[src/rtl/alu16_nibble_serial_if.sv]
// Request/response bundle for the nibble-serial ALU sequencer.
// The master issues start/op/a/b and observes status, result and flags.
interface alu16_nibble_serial_if;
  logic        start;
  logic [2:0]  op;
  logic [15:0] a;
  logic [15:0] b;
  logic        busy;
  logic        done;
  logic [15:0] result;
  logic        cout;
  logic        overflow;
  logic        zero;

  modport master (
    output start, op, a, b,
    input  busy, done, result, cout, overflow, zero
  );

  modport slave (
    input  start, op, a, b,
    output busy, done, result, cout, overflow, zero
  );
endinterface

[src/rtl/alu16_nibble_serial.sv]
// Nibble-serial 16-bit ALU: one shared 4-bit slice runs over four cycles,
// with the slice carry chained through a register between nibbles.
// Result and flags are registered on entry to DONE and held until the next
// accepted operation completes.
module alu16_nibble_serial (
  input  logic                  clk,
  input  logic                  reset,
  alu16_nibble_serial_if.slave  bus
);

  localparam logic [1:0] ST_IDLE = 2'b00;
  localparam logic [1:0] ST_EXEC = 2'b01;
  localparam logic [1:0] ST_DONE = 2'b10;

  localparam logic [2:0] OP_AND = 3'b000;
  localparam logic [2:0] OP_OR  = 3'b001;
  localparam logic [2:0] OP_ADD = 3'b010;
  localparam logic [2:0] OP_SUB = 3'b110;
  localparam logic [2:0] OP_SLT = 3'b111;

  logic [1:0]  state_reg;
  logic [1:0]  idx_reg;
  logic        carry_reg;
  logic [15:0] a_reg;
  logic [15:0] b_reg;
  logic [2:0]  op_reg;
  logic [15:0] acc_reg;
  logic [15:0] acc_next;
  logic [15:0] result_reg;
  logic        cout_reg;
  logic        overflow_reg;
  logic        zero_reg;

  // 4-bit slice signals
  logic [3:0]  slice_a;
  logic [3:0]  slice_b;
  logic [3:0]  slice_b_eff;
  logic [2:0]  slice_op;
  logic        slice_cin;
  logic        slice_less;
  logic [4:0]  slice_sum;
  logic [3:0]  slice_res;
  logic        slice_cout;
  logic        slice_set;

  // Final-value computation at the last nibble
  logic [15:0] result_next;
  logic        cout_next;
  logic        overflow_next;

  // Slice: adder with optional B inversion plus AND/OR/SLT-style output select
  always_comb begin
    slice_a     = a_reg[{idx_reg, 2'b00} +: 4];
    slice_b     = b_reg[{idx_reg, 2'b00} +: 4];
    slice_op    = (op_reg == OP_SLT) ? OP_SUB : op_reg;
    slice_cin   = (idx_reg == 2'd0) ? op_reg[2] : carry_reg;
    slice_less  = 1'b0;
    slice_b_eff = slice_op[2] ? ~slice_b : slice_b;
    slice_sum   = {1'b0, slice_a} + {1'b0, slice_b_eff} + {4'b0000, slice_cin};
    slice_cout  = slice_sum[4];
    slice_set   = slice_sum[3];
    case (slice_op[1:0])
      2'b00:   slice_res = slice_a & slice_b;
      2'b01:   slice_res = slice_a | slice_b;
      2'b10:   slice_res = slice_sum[3:0];
      default: slice_res = {3'b000, slice_less};
    endcase
  end

  // Accumulator: the active nibble takes the slice output, the others hold
  generate
    for (genvar gi = 0; gi < 4; gi++) begin : g_acc
      assign acc_next[4*gi +: 4] =
        ((state_reg == ST_EXEC) && (idx_reg == 2'(gi))) ? slice_res : acc_reg[4*gi +: 4];
    end
  endgenerate

  // Result and flags as they will be registered when the last nibble finishes
  always_comb begin
    result_next   = 16'h0000;
    cout_next     = 1'b0;
    overflow_next = 1'b0;
    case (op_reg)
      OP_AND, OP_OR: result_next = acc_next;
      OP_ADD: begin
        result_next   = acc_next;
        cout_next     = slice_cout;
        overflow_next = (a_reg[15] == b_reg[15]) && (acc_next[15] != a_reg[15]);
      end
      OP_SUB: begin
        result_next   = acc_next;
        cout_next     = slice_cout;
        overflow_next = (a_reg[15] != b_reg[15]) && (acc_next[15] != a_reg[15]);
      end
      OP_SLT: begin
        // raw sign of A-B, no overflow correction
        result_next = {15'b0, slice_set};
        cout_next   = slice_cout;
      end
      default: result_next = 16'h0000;
    endcase
  end

  // Sequencer: accept in IDLE/DONE, step one nibble per cycle in EXEC
  always_ff @(posedge clk) begin
    if (reset) begin
      state_reg    <= ST_IDLE;
      idx_reg      <= 2'd0;
      carry_reg    <= 1'b0;
      a_reg        <= 16'h0000;
      b_reg        <= 16'h0000;
      op_reg       <= 3'b000;
      acc_reg      <= 16'h0000;
      result_reg   <= 16'h0000;
      cout_reg     <= 1'b0;
      overflow_reg <= 1'b0;
      zero_reg     <= 1'b0;
    end else begin
      case (state_reg)
        ST_EXEC: begin
          acc_reg   <= acc_next;
          carry_reg <= slice_cout;
          idx_reg   <= idx_reg + 2'd1;
          if (idx_reg == 2'd3) begin
            state_reg    <= ST_DONE;
            result_reg   <= result_next;
            cout_reg     <= cout_next;
            overflow_reg <= overflow_next;
            zero_reg     <= (result_next == 16'h0000);
          end
        end
        default: begin
          // IDLE and DONE both accept a new request
          if (bus.start) begin
            a_reg     <= bus.a;
            b_reg     <= bus.b;
            op_reg    <= bus.op;
            idx_reg   <= 2'd0;
            acc_reg   <= 16'h0000;
            state_reg <= ST_EXEC;
          end else begin
            state_reg <= ST_IDLE;
          end
        end
      endcase
    end
  end

  assign bus.busy     = (state_reg == ST_EXEC);
  assign bus.done     = (state_reg == ST_DONE);
  assign bus.result   = result_reg;
  assign bus.cout     = cout_reg;
  assign bus.overflow = overflow_reg;
  assign bus.zero     = zero_reg;

endmodule

[src/flat_wrapper.sv]
// flat-port wrapper written by rule: the top's interface ports become plain ports
module alu16_nibble_serial_flat 
  (clk, reset, bus_start, bus_op, bus_a, bus_b, bus_busy, bus_done, bus_result, bus_cout, bus_overflow, bus_zero);
  alu16_nibble_serial_if bus_i ();
  input  logic clk;
  input  logic reset;
  input wire logic [$bits(bus_i.start)-1:0] bus_start;
  input wire logic [$bits(bus_i.op)-1:0] bus_op;
  input wire logic [$bits(bus_i.a)-1:0] bus_a;
  input wire logic [$bits(bus_i.b)-1:0] bus_b;
  output wire logic [$bits(bus_i.busy)-1:0] bus_busy;
  output wire logic [$bits(bus_i.done)-1:0] bus_done;
  output wire logic [$bits(bus_i.result)-1:0] bus_result;
  output wire logic [$bits(bus_i.cout)-1:0] bus_cout;
  output wire logic [$bits(bus_i.overflow)-1:0] bus_overflow;
  output wire logic [$bits(bus_i.zero)-1:0] bus_zero;
  assign bus_i.start = bus_start;
  assign bus_i.op = bus_op;
  assign bus_i.a = bus_a;
  assign bus_i.b = bus_b;
  assign bus_busy = bus_i.busy;
  assign bus_done = bus_i.done;
  assign bus_result = bus_i.result;
  assign bus_cout = bus_i.cout;
  assign bus_overflow = bus_i.overflow;
  assign bus_zero = bus_i.zero;
  alu16_nibble_serial u_core (.clk(clk), .reset(reset), .bus(bus_i));
endmodule
[config.mk]
export PLATFORM = sky130hd
export DESIGN_NAME = alu16_nibble_serial_flat
export DESIGN_NICKNAME = d
export VERILOG_FILES = /design/src/rtl/alu16_nibble_serial_if.sv /design/src/rtl/alu16_nibble_serial.sv /design/src/flat_wrapper.sv
export SDC_FILE = /design/constraint.sdc
export NUM_CORES = 1
export LEC_CHECK = 0
export ABC_CLOCK_PERIOD_IN_PS = 3400
export BUFFER_PORTS_ARGS = -buffer_cell sky130_fd_sc_hd__clkbuf_2
export CORE_MARGIN = 2
export CORE_UTILIZATION = 40
export CTS_CLUSTER_SIZE = 40
export DETAILED_ROUTE_END_ITERATION = 16
export PLACE_DENSITY_LB_ADDON = 0.25
export SETUP_SLACK_MARGIN = 0.4
export SLEW_MARGIN = 5
export SYNTH_ARGS = -nofsm -noshare
export SYNTH_HDL_FRONTEND = slang
export SYNTH_SLANG_ARGS = --single-unit
[constraint.sdc]
create_clock -name clk -period 3.4 [get_ports clk]
set_input_delay 0.51 -clock clk [delete_from_list [all_inputs] [get_ports clk]]
set_output_delay 0.51 -clock clk [all_outputs]
set_load 0.05 [all_outputs]
==> flow_metrics.py <==
metrics = {
    "placement": {
        "finalWeightedCongestion": 0.9238,
        "portBuffers": 58,
        "placement.setup.worst_slack_ns": 0.05128,
        "detailed_placement_hpwl_um": 6540,
    },
    "drt": {
        "routed_wire_length_per_instance_um": 15.02,
        "post-route-drc-count": 0,
        "via_count": 3097,
        "drt_first_pass_iters": 4,
        "via_per_inst": 5.196,
        "antenna_left": 0,
        "initialDrtViolationCount": 118,
        "wirelength_um": 8954,
    },
    "worst_setup_path": {
        "worst-r2r-cell-count": 10,
        "reg2reg_setup_slack_ns": 0.11,
        "endpoint_kind": "flop",
        "timing.critical_path.fanout_max": 3,
        "slowest_stage": "sky130_fd_sc_hd__mux4_2",
        "path_class": "flop to flop",
        "worstSetupStartpointType": "flop",
        "crit_chain": "mux4_2 > xnor2_2 > fa_2 > nand3b_1 > and3b_2 > o32ai_4 > mux2i_2 > or3_1 > a2111o_1 > a21oi_2",
        "data_arrival_time_of_the_critical_path_ns": 3.58,
        "cp_slowest_stage_delay_ns": 0.54,
        "worst_r2r_endpoint": "u_core.bus.overflow",
        "cp_data_required_time_ns": 3.69,
        "regToRegStartpoint": "u_core.idx_reg[0]",
    },
    "die": {
        "fp-row-count": 34,
        "floorplan.die.height_um": 98.29,
        "io_pins": 59,
        "design.core.area_sq_mm": 0.008678,
        "die_width_um": 98.29,
        "start_util": 0.4097,
        "design.die.area_sq_mm": 0.009660,
    },
    "yosys": {
        "number_of_enable_type_register_cells_in_the_synthesized_netlist": 0,
        "multiplexer_area_fraction_after_synthesis": 0.09324,
        "netlist_instances": 417,
        "synth_top_cell_area_share": 0.4222,
        "synth_cell_type_count": 54,
        "post_synth_most_frequent_cells": "sky130_fd_sc_hd__nand2_1, sky130_fd_sc_hd__dfxtp_1, sky130_fd_sc_hd__a21oi_1",
        "synthAdderAreaFrac": 0.03906,
        "synth_seq_cells": 75,
        "synth_xor_area_frac": 0.01478,
        "synth_warnings": 0,
        "synth_sequential_area_ratio": 0.4222,
        "synth.net_count": 464,
        "synth_top_family_by_area": "simple AND/OR/NAND/NOR gates",
        "syn_area_sq_mm": 0.003556,
        "synth_compound_area_frac": 0.1742,
        "synthArstFlopShare": 0,
        "average_footprint_of_a_synthesized_cell_sq_um": 8.527,
        "synth_top_cells_by_area": "sky130_fd_sc_hd__dfxtp_1, sky130_fd_sc_hd__nand2_1, sky130_fd_sc_hd__a21oi_1",
        "synth_simple_gate_area_share": 0.1988,
        "synth_top_area_cell": "sky130_fd_sc_hd__dfxtp_1",
        "synth_top_flop_cell": "sky130_fd_sc_hd__dfxtp_1",
        "yosys.cell_count.top_type": "sky130_fd_sc_hd__nand2_1",
    },
    "clocking": {
        "clk_pin_slew_worst_paths_ns": 0.08,
        "ctsLongestPathBuffers": 2,
        "number_of_buffers_created_by_cts": 9,
        "tritoncts_clock_tree": "yes",
        "clock_latency_ns": 0.35,
        "cts_htree_levels": 3,
        "cts-root-buf": "sky130_fd_sc_hd__clkbuf_8",
        "tritoncts_num_sinks": 75,
    },
    "global_routing": {
        "grt.overflow.total": 0,
        "grt_first_pass_wirelength_um": 14910,
        "global_route.usage.total": 0.1910,
        "vias_in_the_first_global_route": 3053,
        "grt_start_max_net_pins": 38,
        "antenna_found_initial": 0,
    },
    "timing": {
        "final-max-slew-violation-count": 0,
        "min_period_over_period": 0.9688,
        "max_freq_mhz": 303.6,
        "worst-slew-pin-transition_ns": 1.081,
        "max-slew-margin-rel": 0.2771,
        "timing.clock.skew_ns": 0.007773,
        "finalCriticalPeriod_ns": 3.294,
        "post-route-worst-setup-slack_ns": 0.1062,
        "total_count_of_hold_check_failures_in_the_final_report": 0,
        "grt_setup_unrepaired": "yes",
        "final.setup.tns_ns": 0,
        "report.final.setup_viol": 0,
    },
    "job": {
        "maxCapViolations": 0,
    },
    "min_path": {
        "timing.hold.worst_path_depth": 3,
        "worstHoldPathType": "primary input to flop",
        "hold_path_end": "u_core.b_reg[14]",
        "holdCritStartpoint": "bus_b[14]",
    },
    "pwr": {
        "leakage_nw": 1.753,
        "ir_drop_v": 0.0002251,
        "power_per_cell_area_mw_per_mm2": 450.7,
    },
    "final_layout": {
        "antenna-diode-count": 0,
        "final_design_utilization": 0.4970,
        "ratio_of_cells_with_drive_above_1_in_the_final_layout": 0.2746,
        "filler_cell_count": 875,
        "area.sequential_sq_mm": 0.001505,
        "area.growth.synth_to_final_pct": 21.29,
        "post_layout_net_count": 530,
        "multi_input_comb_area_sq_mm": 0.001916,
    },
    "run_status": {
        "run_status": "finished, final reports clean",
    },
}
==> cell families after synthesis <==
group / count (synthesis)
simple gates: 167
compound gates: 100
flops: 75
buf+inv: 38
fa+ha+maj: 10
mux: 21
xor+xnor: 6
==> critical path: cells and delay by family (launching register included) <==
kind | cells | cell delay, ns
AO/OA/AOI/OAI | 3 | 0.85
flip-flops | 1 | 0.37
multiplexers | 2 | 0.66
AND/OR/NAND/NOR | 3 | 0.78
adder cells (fa/ha/maj) | 1 | 0.39
XOR/XNOR | 1 | 0.16
==> per-stage QoR <==
step	total power, mW	cell area (sq um)	std cells	hold WS [ns]
CTS	1.950	4258	595	0.3596
detailed placement	1.202	3991	575	0.4434
global placement	1.199	3991	575	0.4355
floorplan	1.121	3577	417	0.4315
global route	2.026	4313	596	0.3648
finish	1.944	4313	596	0.3665
==> power breakdown <==
part	switching, mW	total, mW	internal [mW]
logic	0.152	0.264	0.112
registers	0.0217	0.927	0.905
clock network	0.338	0.752	0.415
total	0.511	1.94	1.43
==> worst max path at each step <==
stage,slack (ns),from,endpoint,cells after the start
2_1_floorplan,0.07,u_core.idx_reg[0],u_core.bus.overflow,11
3_3_place_gp,0.12,u_core.idx_reg[0],u_core.bus.overflow,10
3_5_place_dp,0.05,u_core.idx_reg[0],u_core.bus.overflow,10
4_1_cts,0.12,u_core.idx_reg[0],u_core.bus.overflow,10
5_1_grt,-0.009,u_core.idx_reg[0],u_core.bus.overflow,11
6_report,0.11,u_core.idx_reg[0],u_core.bus.overflow,10
==> cell type report <==
type / count / area share
Multi-Input combinational cell: 304 / 0.4442
Sequential cell: 75 / 0.3490
Timing Repair Buffer: 84 / 0.1172
Tap cell: 108 / 0.03133
Clock buffer: 10 / 0.02959
Clock inverter: 6 / 0.02089
Inverter: 9 / 0.007833
==> layout by cell type (no fill, tap or decap), types with 4 or more instances in the layout <==
| cell | count |
|---|---|
| sky130_fd_sc_hd__ha_1 | 7 |
| sky130_fd_sc_hd__a21oi_2 | 5 |
| sky130_fd_sc_hd__nor2_1 | 37 |
| sky130_fd_sc_hd__o21ai_0 | 16 |
| sky130_fd_sc_hd__clkbuf_8 | 9 |
| sky130_fd_sc_hd__inv_1 | 7 |
| sky130_fd_sc_hd__mux4_2 | 7 |
| sky130_fd_sc_hd__a22oi_1 | 8 |
| sky130_fd_sc_hd__nor3_1 | 6 |
| sky130_fd_sc_hd__xor2_1 | 4 |
| sky130_fd_sc_hd__clkbuf_2 | 58 |
| sky130_fd_sc_hd__dfxtp_1 | 74 |
| sky130_fd_sc_hd__mux2i_1 | 9 |
| sky130_fd_sc_hd__nand3_1 | 4 |
| sky130_fd_sc_hd__buf_4 | 23 |
| sky130_fd_sc_hd__a21oi_1 | 45 |
| sky130_fd_sc_hd__a31oi_1 | 8 |
| sky130_fd_sc_hd__nand2_1 | 95 |
==> per-layer routing <==
metal / part of all wire / track usage
met1: 0.47 / 0.2497
met2: 0.46 / 0.3103
met3: 0.042 / 0.04939
met4: 0.018 / 0.06006
met5: 0 / 0
==> repair_timing <==
item | 4_1_cts | 5_1_grt
setup endpoints to repair | 8 | 17
gates resized for setup | 2 | 12
hold buffers | 0 | 0
hold endpoints to repair | 0 | 0
setup buffers | 4 | 1
pin swaps | 6 | 3
Note: power is estimated with default switching activity, not from simulation.
